$ cat config.mk
export PLATFORM = sky130hd
export DESIGN_NAME = core_scheduler
export DESIGN_NICKNAME = d
export VERILOG_FILES = /design/src/rtl/core_scheduler.sv
export SDC_FILE = /design/constraint.sdc
export NUM_CORES = 1
export LEC_CHECK = 0
export BUFFER_PORTS_ARGS = -buffer_cell sky130_fd_sc_hd__clkbuf_2
export CORE_MARGIN = 5
export CORE_UTILIZATION = 45
export CTS_BUF_LIST = sky130_fd_sc_hd__clkbuf_2
export CTS_CLUSTER_DIAMETER = 40
export CTS_CLUSTER_SIZE = 40
export DETAILED_ROUTE_END_ITERATION = 7
export HOLD_SLACK_MARGIN = 0.06
export PLACE_DENSITY = 0.75
export SKIP_LAST_GASP = 1
export SLEW_MARGIN = 20
export SYNTH_ARGS = -nofsm -noshare
export SYNTH_HDL_FRONTEND = slang
export SYNTH_SLANG_ARGS = --single-unit
$ cat constraint.sdc
create_clock -name clock -period 2.1 [get_ports clock]
set_input_delay 0.42 -clock clock [delete_from_list [all_inputs] [get_ports clock]]
set_output_delay 0.42 -clock clock [all_outputs]
set_load 0.005 [all_outputs]
$ cat src/rtl/core_scheduler.sv
// ---------------------------------------------------------------------------
// core_scheduler
//
// Per-core control FSM. Walks every thread datapath of a compute core through
// FETCH -> DECODE -> REQUEST -> WAIT -> EXECUTE -> UPDATE, owns the shared
// block program counter and tells the dispatcher when a RET has retired.
//
// Ports:
//   clock           core clock, rising-edge
//   reset           asynchronous active-high reset
//   start           level launch request from the dispatcher
//   thread_count    active threads in the block (sampled only at launch)
//   fetch_done      fetcher holds a valid instruction
//   decoded_ret     current decoded instruction is RET
//   lsu_state_flat  per-thread LSU state, 2 bits per thread
//                   (00 idle, 01 requesting, 10 waiting, 11 done)
//   next_pc_flat    per-thread next PC, 8 bits per thread
//   core_state      broadcast instruction-cycle state
//   current_pc      shared block PC
//   active_mask     per-thread enable
//   done            block finished
//   retired_count   instructions retired since launch, saturating
// ---------------------------------------------------------------------------
module core_scheduler #(
    parameter int THREADS_PER_BLOCK = 4,
    parameter int TC_W              = $clog2(THREADS_PER_BLOCK) + 1
) (
    input  logic                           clock,
    input  logic                           reset,
    input  logic                           start,
    input  logic [TC_W-1:0]                thread_count,
    input  logic                           fetch_done,
    input  logic                           decoded_ret,
    input  logic [2*THREADS_PER_BLOCK-1:0] lsu_state_flat,
    input  logic [8*THREADS_PER_BLOCK-1:0] next_pc_flat,
    output logic [2:0]                     core_state,
    output logic [7:0]                     current_pc,
    output logic [THREADS_PER_BLOCK-1:0]   active_mask,
    output logic                           done,
    output logic [15:0]                    retired_count
);

    // Index width for selecting one thread; at least one bit so a
    // single-thread core still has a legal vector.
    localparam int IDX_W = (THREADS_PER_BLOCK > 1) ? $clog2(THREADS_PER_BLOCK) : 1;

    typedef enum logic [2:0] {
        ST_IDLE    = 3'b000,
        ST_FETCH   = 3'b001,
        ST_DECODE  = 3'b010,
        ST_REQUEST = 3'b011,
        ST_WAIT    = 3'b100,
        ST_EXECUTE = 3'b101,
        ST_UPDATE  = 3'b110,
        ST_DONE    = 3'b111
    } SchedState;

    SchedState                    r_state;
    SchedState                    w_nextState;
    logic [7:0]                   r_pc;
    logic [THREADS_PER_BLOCK-1:0] r_activeMask;
    logic                         r_done;
    logic [15:0]                  r_retiredCount;
    logic [IDX_W-1:0]             r_lastIdx;

    logic                         w_launch;
    logic [TC_W-1:0]              w_launchCount;
    logic [TC_W-1:0]              w_launchCountM1;
    logic [THREADS_PER_BLOCK-1:0] w_launchMask;
    logic                         w_anyBusy;
    logic [7:0]                   w_nextPc;

    // Launch decode: clamp the requested thread count to the core size and
    // build the matching contiguous enable mask. The highest active thread
    // index is remembered because it supplies the block PC (no divergence).
    always_comb begin
        w_launch        = (r_state == ST_IDLE) && start && (thread_count != '0);
        w_launchCount   = (thread_count > TC_W'(THREADS_PER_BLOCK)) ?
                          TC_W'(THREADS_PER_BLOCK) : thread_count;
        w_launchCountM1 = w_launchCount - 1'b1;
        w_launchMask    = '0;
        for (int i = 0; i < THREADS_PER_BLOCK; i++) begin
            w_launchMask[i] = (TC_W'(i) < w_launchCount);
        end
    end

    // A thread is still busy while its LSU is requesting (01) or waiting
    // (10); those are exactly the codes whose two bits differ. Idle and done
    // both count as complete, and inactive threads never hold the core.
    always_comb begin
        w_anyBusy = 1'b0;
        for (int i = 0; i < THREADS_PER_BLOCK; i++) begin
            if (r_activeMask[i] && (lsu_state_flat[2*i+1] ^ lsu_state_flat[2*i])) begin
                w_anyBusy = 1'b1;
            end
        end
    end

    // Pick the next PC reported by the highest active thread.
    always_comb begin
        w_nextPc = '0;
        for (int i = 0; i < THREADS_PER_BLOCK; i++) begin
            if (IDX_W'(i) == r_lastIdx) begin
                w_nextPc = next_pc_flat[8*i +: 8];
            end
        end
    end

    // Next-state logic of the instruction-cycle FSM. start is only looked at
    // in IDLE and DONE; every other state ignores it.
    always_comb begin
        w_nextState = r_state;
        case (r_state)
            ST_IDLE:    if (w_launch)    w_nextState = ST_FETCH;
            ST_FETCH:   if (fetch_done)  w_nextState = ST_DECODE;
            ST_DECODE:                   w_nextState = ST_REQUEST;
            ST_REQUEST:                  w_nextState = ST_WAIT;
            ST_WAIT:    if (!w_anyBusy)  w_nextState = ST_EXECUTE;
            ST_EXECUTE:                  w_nextState = ST_UPDATE;
            ST_UPDATE:  w_nextState = decoded_ret ? ST_DONE : ST_FETCH;
            ST_DONE:    if (!start)      w_nextState = ST_IDLE;
            default:                     w_nextState = ST_IDLE;
        endcase
    end

    // State register.
    always_ff @(posedge clock or posedge reset) begin
        if (reset) begin
            r_state <= ST_IDLE;
        end else begin
            r_state <= w_nextState;
        end
    end

    // Block-level registers. A launch clears the per-block history; UPDATE
    // retires one instruction and either finishes the block on RET (PC held)
    // or advances the PC. done and the retire count deliberately survive the
    // DONE -> IDLE return so the dispatcher can still read them.
    always_ff @(posedge clock or posedge reset) begin
        if (reset) begin
            r_pc           <= '0;
            r_activeMask   <= '0;
            r_done         <= 1'b0;
            r_retiredCount <= '0;
            r_lastIdx      <= '0;
        end else if (w_launch) begin
            r_pc           <= '0;
            r_activeMask   <= w_launchMask;
            r_done         <= 1'b0;
            r_retiredCount <= '0;
            r_lastIdx      <= w_launchCountM1[IDX_W-1:0];
        end else if (r_state == ST_UPDATE) begin
            if (r_retiredCount != 16'hFFFF) begin
                r_retiredCount <= r_retiredCount + 16'd1;
            end
            if (decoded_ret) begin
                r_done <= 1'b1;
            end else begin
                r_pc <= w_nextPc;
            end
        end
    end

    assign core_state    = r_state;
    assign current_pc    = r_pc;
    assign active_mask   = r_activeMask;
    assign done          = r_done;
    assign retired_count = r_retiredCount;

endmodule

==> results of run 1 <==
## metal layers
metal  wire length [um]  global-route usage (%)  part of all wire [%]  up-vias
met5                  0                       0                     0        -
met4                 60                    5.15                   1.3        0
met3                410                    5.62                   8.6        7
met2               2330                    27.6                    49       72
met1               1990                    21.0                    42      901
li1                   -                       -                     -      892
## critical path: cells and delay by family (launching register included)
kind	cells	cell delay, ps
flip-flops	1	550
AND/OR/NAND/NOR	2	720
AO/OA/AOI/OAI	2	510
## registers in the layout (all words and copies together), names as in the netlist
signal / flops
active_mask: 4
core_state: 3
done: 1
current_pc: 8
r_lastIdx: 2
retired_count: 16
## path summary, 6_finish.rpt
path | end | slack (ps) | from | depth (start not counted)
setup / recovery | retired_count[10] | 210 | core_state[0] | 4
hold / removal | active_mask[1] | 90 | reset | 3
setup reg to reg | retired_count[10] | 210 | core_state[0] | 4
hold reg to reg | current_pc[5] | 520 | current_pc[5] | 1
min in group clock | active_mask[3] | 330 | thread_count[2] | 2
max in group asynchronous | current_pc[0] | 1690 | reset | 3
## stage by stage
step | util, % | power [mW] | hold WS [ps]
2_1_floorplan | - | 2.15 | 482
3_3_place_gp | 55.3 | 2.55 | 486
3_5_place_dp | 55.3 | 2.60 | 494
4_1_cts | 56.1 | 2.89 | 87.0
5_1_grt | 56.1 | 3.12 | 106
6_report | 56.1 | 2.85 | 93.1
## cell families after synthesis
logic type / count (synthesis) / share of synthesized area [%]
DFF: 34 / 41.8
muxes: 10 / 9.83
and+or+nand+nor: 65 / 20.3
AOI/OAI and AO/OA: 58 / 20.3
buffers and inverters: 16 / 5.47
adders and majority gates: 1 / 0.614
xor gates and xnor gates: 4 / 1.72
## final cells by class
type	instances	share of cell area (%)
clock buffers	7	1.42
repair buffers	82	17.0
inverters	4	0.611
flip-flops and latches	34	34.6
multi-input cells	138	43.7
well taps	52	2.65
## report_power, final
part           internal, mW  total, mW  switching, mW
logic                 0.658       1.16          0.498
clock network        0.0868      0.294          0.207
registers             0.946       1.40          0.454
total                  1.69       2.85           1.16
## synth_stat cells (2+ instances only)
library cell and n:
o21ai_0 8, nor2_1 6, a21o_1 3, buf_2 3
inv_1 4, nand2b_1 2, or3_1 5, mux2i_1 2
nor4_1 2, xor2_1 4, nand2_1 12, a22o_1 8
nand3_1 3, and3_1 4, nand3b_1 3, or4_1 6
nor3_1 4, buf_6 5, nand4_1 7, o311ai_0 2
dfrtp_1 34, a21oi_1 19, o41ai_1 2, o31ai_1 6
clkbuf_1 2, mux4_2 8, o21a_1 2
==> impl_results.html, run 1 <==
<table>
<tr><th>Metric</th><th>Value</th></tr>
<tr><th colspan="2">Synth</th></tr>
<tr><td>Synth top area share</td><td>41.8%</td></tr>
<tr><td>Most used DFF post-synth</td><td>dfrtp_1</td></tr>
<tr><td>Top area cells in the synthesized netlist</td><td>dfrtp_1, mux4_2, a21oi_1, a22o_1, buf_6</td></tr>
<tr><td>Synthesized area</td><td>2040 sq um</td></tr>
<tr><td>Warnings, synthesis</td><td>0</td></tr>
<tr><td>Library cell occupying the most area in the post-synthesis netlist</td><td>dfrtp_1</td></tr>
<tr><td>Number of enable flip-flop cells after synthesis</td><td>0</td></tr>
<tr><td>Post-synth ARST share</td><td>100%</td></tr>
<tr><td>Post-synthesis register bit count</td><td>34</td></tr>
<tr><td>Average footprint of a synthesized cell</td><td>10.8 sq um</td></tr>
<tr><td>Post-Syn Instances</td><td>188</td></tr>
<tr><td>Part of the Yosys area used for sequential elements</td><td>41.8%</td></tr>
<tr><td>Number of nets produced by synthesis</td><td>237</td></tr>
<tr><td>Synth unique cells</td><td>49</td></tr>
<tr><th colspan="2">Worst setup path</th></tr>
<tr><td>Critical Path Fanout Max</td><td>14</td></tr>
<tr><td>Endpoint required time on the critical path</td><td>2350 ps</td></tr>
<tr><td>Largest stage delay on the critical path</td><td>550 ps</td></tr>
<tr><td>Worst endpoint data arrival time</td><td>2140 ps</td></tr>
<tr><td>Startpoint types</td><td>flip-flop</td></tr>
<tr><td>Critical Path End Type</td><td>flip-flop</td></tr>
<tr><td>Cells along the critical path</td><td>and3b_1 -&gt; nand4_1 -&gt; o311ai_0 -&gt; o41ai_1</td></tr>
<tr><td>Critical Setup Path Class</td><td>flip-flop to flip-flop</td></tr>
<tr><td>Master of the slowest instance on the critical path</td><td>dfrtp_1</td></tr>
<tr><th colspan="2">Finish</th></tr>
<tr><td>Leading cell type in the layout, fill and taps excluded</td><td>clkbuf_2</td></tr>
<tr><td>Total non-filler cell area in the finished layout</td><td>2460 sq um</td></tr>
<tr><td>Growth of design area from synthesis to finish</td><td>20.7%</td></tr>
<tr><td>Fin nets</td><td>314</td></tr>
<tr><td>Non-filler cells, final</td><td>317</td></tr>
<tr><td>Filler cell count in the final layout</td><td>377</td></tr>
<tr><td>Ant diodes</td><td>0</td></tr>
<tr><td>Area used by sequential logic in the layout</td><td>851 sq um</td></tr>
<tr><td>Area of the multi-input gates</td><td>1070 sq um</td></tr>
<tr><td>Fraction of final layout cells with drive strength greater than 1</td><td>40.0%</td></tr>
<tr><td>Commonest non-fill, non-tap cells in the layout</td><td>clkbuf_2, dfrtp_1, a21oi_1</td></tr>
<tr><th colspan="2">CTS</th></tr>
<tr><td>Number of cells upsized or downsized after cts</td><td>0</td></tr>
<tr><td>Deepest level of the CTS H-tree</td><td>2</td></tr>
<tr><td>Clk pin slew, worst setup/hold paths</td><td>170 ps</td></tr>
<tr><td>TritonCTS buffer count</td><td>5</td></tr>
<tr><td>Number of buffers added for setup after CTS</td><td>0</td></tr>
<tr><td>Clock latency reported for the late side of the worst-skew pair</td><td>370 ps</td></tr>
<tr><td>Clk root buf</td><td>clkbuf_2</td></tr>
<tr><td>Buffer depth of the longest clock path</td><td>2</td></tr>
<tr><td>TritonCTS Sinks</td><td>34</td></tr>
<tr><td>Hold_buf cts</td><td>0</td></tr>
<tr><td>CTS tree</td><td>done</td></tr>
<tr><th colspan="2">Timing</th></tr>
<tr><td>Final Max Slew Viols</td><td>0</td></tr>
<tr><td>F_max</td><td>528 MHz</td></tr>
<tr><td>Final setup slack of the worst path</td><td>205 ps</td></tr>
<tr><td>Final Hold Viols</td><td>0</td></tr>
<tr><td>Setup TNS after final layout</td><td>0 ps</td></tr>
<tr><td>Worst slew margin relative to its limit</td><td>67.3%</td></tr>
<tr><td>RSZ-0062 raised after global routing</td><td>false</td></tr>
<tr><td>Part of the cycle the worst path needs</td><td>90.2%</td></tr>
<tr><td>Setup Viol. Count Final</td><td>0</td></tr>
<tr><td>Final min period</td><td>1890 ps</td></tr>
<tr><td>Clock Skew</td><td>21.7 ps</td></tr>
<tr><td>Slew of the pin with the lowest slew margin</td><td>491 ps</td></tr>
<tr><th colspan="2">Die</th></tr>
<tr><td>Die outline height</td><td>77.3 um</td></tr>
<tr><td>I/O Pins</td><td>80</td></tr>
<tr><td>Overall die width</td><td>77.3 um</td></tr>
<tr><td>Starting Density</td><td>46.5%</td></tr>
<tr><td>Die footprint</td><td>5970 sq um</td></tr>
<tr><td>Row count</td><td>24</td></tr>
<tr><td>Area of the core</td><td>4380 sq um</td></tr>
<tr><th colspan="2">Detailed routing</th></tr>
<tr><td>Average wire per standard cell</td><td>15.1 um</td></tr>
<tr><td>Vias/cell</td><td>5.91</td></tr>
<tr><td>Initial DRT Pass Iterations</td><td>4</td></tr>
<tr><td>Via count of the routed design</td><td>1872</td></tr>
<tr><td>Post-detailed-route DRC marker count</td><td>0</td></tr>
<tr><td>Antenna-violating nets left</td><td>0</td></tr>
<tr><td>Violation count after the first detailed-route iteration</td><td>72</td></tr>
<tr><td>Drt total wl</td><td>4790 um</td></tr>
<tr><th colspan="2">Place</th></tr>
<tr><td>Number of cells in the design after placement</td><td>310</td></tr>
<tr><td>Buffers added on ports</td><td>79</td></tr>
<tr><td>RD Place Congestion</td><td>0.818</td></tr>
<tr><td>Total cell area at the placement stage</td><td>2420 sq um</td></tr>
<tr><td>Detailed Place HPWL</td><td>3660 um</td></tr>
<tr><td>Post-place setup slack</td><td>259 ps</td></tr>
<tr><th colspan="2">Power</th></tr>
<tr><td>Static leakage</td><td>1.17 nW</td></tr>
<tr><td>Max VDD drop</td><td>0.692 mV</td></tr>
<tr><td>Total power density per cell area</td><td>1160 nW/um^2</td></tr>
<tr><th colspan="2">Global routing</th></tr>
<tr><td>Vias in the first global route</td><td>1912</td></tr>
<tr><td>Aggregate global-route resource usage</td><td>16.9%</td></tr>
<tr><td>First-pass GRT wire length</td><td>8400 um</td></tr>
<tr><td>Total global routing overflow</td><td>0</td></tr>
<tr><td>Number of antenna violations at the first check in global routing</td><td>0</td></tr>
<tr><td>Pin count of the biggest net entering global routing</td><td>35</td></tr>
<tr><th colspan="2">Min path</th></tr>
<tr><td>Worst min-delay path class</td><td>input port to async pin</td></tr>
<tr><th colspan="2">Run</th></tr>
<tr><td>Number of maximum-capacitance violations</td><td>0</td></tr>
<tr><th colspan="2">Status</th></tr>
<tr><td>Outcome</td><td>complete, no violations</td></tr>
</table>
Note: power is estimated with default switching activity, not from simulation.
==> run 2, diff against run 1 <==
- BUFFER_PORTS_ARGS: -buffer_cell sky130_fd_sc_hd__clkbuf_2 -> -buffer_cell sky130_fd_sc_hd__buf_2
- PLACE_DENSITY: 0.75 -> 0.73
==> run 2 against run 1 <==
Critical path depth shrank 1; via count fell by 0.32%; utilization increased by 0.77 points; global-route usage rose by 0.78 points; hold slack worse by 1.8 ps; worst setup slack worse by 20 ps; combinational power hardly changed; die area unchanged; final cell count is 0.32% higher; first-iteration DRC count is 130% higher; clock-buffer cell count decreased by 1; sequential cell count unchanged.
==> impl_results.html, run 2 (same netlist as run 1, synthesis figures left out) <==
<table>
<tr><th>Metric</th><th>Value</th></tr>
<tr><th colspan="2">Place</th></tr>
<tr><td>RD Place Congestion</td><td>0.806 (-1.4%)</td></tr>
<tr><td>Total cell area at the placement stage</td><td>2420 sq um (unchanged)</td></tr>
<tr><td>Buffers added on ports</td><td>79 (unchanged)</td></tr>
<tr><td>Post-place setup slack</td><td>232 ps (-26.8 ps)</td></tr>
<tr><td>Detailed Place HPWL</td><td>3770 um (+3.0%)</td></tr>
<tr><th colspan="2">Worst setup path</th></tr>
<tr><td>Launch point of the critical path</td><td>core_state[0]</td></tr>
<tr><td>Source of the worst register-to-register timing path</td><td>core_state[0]</td></tr>
<tr><td>Master of the slowest instance on the critical path</td><td>or4_1</td></tr>
<tr><td>Critical Path End Type</td><td>flip-flop</td></tr>
<tr><td>Worst endpoint data arrival time</td><td>2220 ps (+80 ps)</td></tr>
<tr><td>Number of cells on the worst reg-to-reg path</td><td>3 (-1)</td></tr>
<tr><td>Critical Path Fanout Max</td><td>14 (unchanged)</td></tr>
<tr><td>Largest stage delay on the critical path</td><td>630 ps (+80 ps)</td></tr>
<tr><td>Startpoint types</td><td>flip-flop</td></tr>
<tr><td>Cells along the critical path</td><td>nand3b_1 -&gt; or4_1 -&gt; a21oi_1</td></tr>
<tr><td>Endpoint required time on the critical path</td><td>2410 ps (+60 ps)</td></tr>
<tr><td>Endpoint of the most critical setup path</td><td>retired_count[9]</td></tr>
<tr><td>Setup slack on the worst flop-to-flop path</td><td>190 ps (-20 ps)</td></tr>
<tr><td>Critical Setup Path Class</td><td>flip-flop to flip-flop</td></tr>
<tr><td>Endpoint of the most critical register-to-register path</td><td>retired_count[9]</td></tr>
<tr><th colspan="2">Timing</th></tr>
<tr><td>Final Max Slew Viols</td><td>0 (unchanged)</td></tr>
<tr><td>Part of the cycle the worst path needs</td><td>91.2% (+0.96 points)</td></tr>
<tr><td>Worst slew margin relative to its limit</td><td>66.3% (-0.94 points)</td></tr>
<tr><td>Final setup slack of the worst path</td><td>185 ps (-20.1 ps)</td></tr>
<tr><td>Final Hold Viols</td><td>0 (unchanged)</td></tr>
<tr><td>Setup TNS after final layout</td><td>0 ps (unchanged)</td></tr>
<tr><td>Setup Viol. Count Final</td><td>0 (unchanged)</td></tr>
<tr><td>Clock Skew</td><td>22.1 ps (+0.478 ps)</td></tr>
<tr><td>Slew of the pin with the lowest slew margin</td><td>505 ps (+14.1 ps)</td></tr>
<tr><td>RSZ-0062 raised after global routing</td><td>false</td></tr>
<tr><td>Final min period</td><td>1910 ps (+20.1 ps)</td></tr>
<tr><td>F_max</td><td>522 MHz (-1.1%)</td></tr>
<tr><th colspan="2">Global routing</th></tr>
<tr><td>First-pass GRT wire length</td><td>8780 um (+4.5%)</td></tr>
<tr><td>Met2 GRT Util</td><td>29.6% (+2.0 points)</td></tr>
<tr><td>Total global routing overflow</td><td>0 (unchanged)</td></tr>
<tr><td>Number of antenna violations at the first check in global routing</td><td>0 (unchanged)</td></tr>
<tr><td>Pin count of the biggest net entering global routing</td><td>35 (unchanged)</td></tr>
<tr><td>Met1 demand-to-capacity share in global routing</td><td>22.2% (+1.1 points)</td></tr>
<tr><td>Vias in the first global route</td><td>1962 (+2.6%)</td></tr>
<tr><td>Grt met3 use</td><td>4.80% (-0.82 points)</td></tr>
<tr><td>Peak-usage layer in the global routing report</td><td>met2</td></tr>
<tr><td>Aggregate global-route resource usage</td><td>17.7% (+0.78 points)</td></tr>
<tr><th colspan="2">Finish</th></tr>
<tr><td>Growth of design area from synthesis to finish</td><td>22.4%</td></tr>
<tr><td>Fraction of final layout cells with drive strength greater than 1</td><td>40.6% (+0.60 points)</td></tr>
<tr><td>Ant diodes</td><td>0 (unchanged)</td></tr>
<tr><td>Leading cell type in the layout, fill and taps excluded</td><td>buf_2</td></tr>
<tr><td>Fin nets</td><td>314 (unchanged)</td></tr>
<tr><td>Commonest non-fill, non-tap cells in the layout</td><td>buf_2, dfrtp_1, a21oi_1</td></tr>
<tr><td>Max FFs per register</td><td>16 (unchanged)</td></tr>
<tr><td>Total non-filler cell area in the finished layout</td><td>2490 sq um (+1.4%)</td></tr>
<tr><th colspan="2">Power</th></tr>
<tr><td>Max VDD drop</td><td>0.574 mV (-17%)</td></tr>
<tr><td>Total power density per cell area</td><td>1200 nW/um^2 (+3.6%)</td></tr>
<tr><td>Static leakage</td><td>1.18 nW (+0.95%)</td></tr>
<tr><th colspan="2">CTS</th></tr>
<tr><td>TritonCTS Sinks</td><td>34 (unchanged)</td></tr>
<tr><td>Deepest level of the CTS H-tree</td><td>2 (unchanged)</td></tr>
<tr><td>Clk pin slew, worst setup/hold paths</td><td>200 ps (+30 ps)</td></tr>
<tr><td>Buffer depth of the longest clock path</td><td>2 (unchanged)</td></tr>
<tr><td>Clk root buf</td><td>clkbuf_2</td></tr>
<tr><td>Number of cells upsized or downsized after cts</td><td>0 (unchanged)</td></tr>
<tr><td>Hold_buf cts</td><td>0 (unchanged)</td></tr>
<tr><td>Clock latency reported for the late side of the worst-skew pair</td><td>380 ps (about the same)</td></tr>
<tr><td>TritonCTS buffer count</td><td>5 (unchanged)</td></tr>
<tr><td>CTS tree</td><td>done</td></tr>
<tr><td>Number of buffers added for setup after CTS</td><td>0 (unchanged)</td></tr>
<tr><th colspan="2">Detailed routing</th></tr>
<tr><td>Via count of the routed design</td><td>1866 (-0.32%)</td></tr>
<tr><td>Initial DRT Pass Iterations</td><td>4 (unchanged)</td></tr>
<tr><td>Average wire per standard cell</td><td>15.4 um (+2.1%)</td></tr>
<tr><td>Violation count after the first detailed-route iteration</td><td>164 (+130%)</td></tr>
<tr><td>Vias/cell</td><td>5.87 (-0.63%)</td></tr>
<tr><td>Antenna-violating nets left</td><td>0 (unchanged)</td></tr>
<tr><td>Post-detailed-route DRC marker count</td><td>0 (unchanged)</td></tr>
<tr><td>Drt total wl</td><td>4910 um (+2.4%)</td></tr>
<tr><th colspan="2">Die</th></tr>
<tr><td>I/O Pins</td><td>80 (unchanged)</td></tr>
<tr><td>Starting Density</td><td>46.5% (unchanged)</td></tr>
<tr><td>Die footprint</td><td>5970 sq um (unchanged)</td></tr>
<tr><td>Area of the core</td><td>4380 sq um (unchanged)</td></tr>
<tr><td>Row count</td><td>24 (unchanged)</td></tr>
<tr><td>Overall die width</td><td>77.3 um (unchanged)</td></tr>
<tr><td>Die outline height</td><td>77.3 um (unchanged)</td></tr>
<tr><th colspan="2">Min path</th></tr>
<tr><td>Worst min-delay path class</td><td>input port to async pin</td></tr>
<tr><th colspan="2">Run</th></tr>
<tr><td>Number of maximum-capacitance violations</td><td>0 (unchanged)</td></tr>
<tr><th colspan="2">Status</th></tr>
<tr><td>Outcome</td><td>complete, no violations</td></tr>
</table>
-- run 2: routing by layer --
metal	wire length (um)	up-vias	share of wire (%)
met5	0	-	0
met4	46	0	0.94
met3	385	4	7.8
met2	2360	76	48
met1	2110	891	43
li1	-	895	-
-- run 2: final cells by class --
type	instances	area, sq um
multi-input cells	138	1080
inverters	4	15.0
repair buffers	82	418
fillers	407	1890
clock buffers	6	30.0
flip-flops and latches	34	851
clock inverters	2	37.5
well taps	52	65.1
-- run 2: worst min path at each step --
| stage | startpoint | end | slack (ps) |
|---|---|---|---|
| 2_1_floorplan | active_mask[0] | active_mask[0] | 480 |
| 3_3_place_gp | current_pc[1] | current_pc[1] | 480 |
| 3_5_place_dp | active_mask[0] | active_mask[0] | 490 |
| 4_1_cts | reset | retired_count[8] | 70 |
| 5_1_grt | reset | retired_count[8] | 80 |
| 6_report | reset | current_pc[2] | 90 |
-- run 2: per-stage QoR --
stage	hold slack, ps	power [mW]	std cells	utilization, %
2_1_floorplan	482	2.15	188	-
3_3_place_gp	484	2.55	310	55.3
3_5_place_dp	487	2.60	310	55.3
4_1_cts	68.7	3.04	318	56.8
5_1_grt	80.4	3.28	318	56.8
6_report	91.2	2.99	318	56.8
-- run 2: report_power, final --
part	internal (mW)	switching (mW)
Combinational	0.662	0.498
Clock	0.206	0.227
Sequential	0.945	0.454
Total	1.81	1.18
-- run 2: critical path, delay by kind of cell, from the launching register on --
family	cells	cell delay [ps]
compound gates	1	150
flops	1	570
simple gates	2	1120
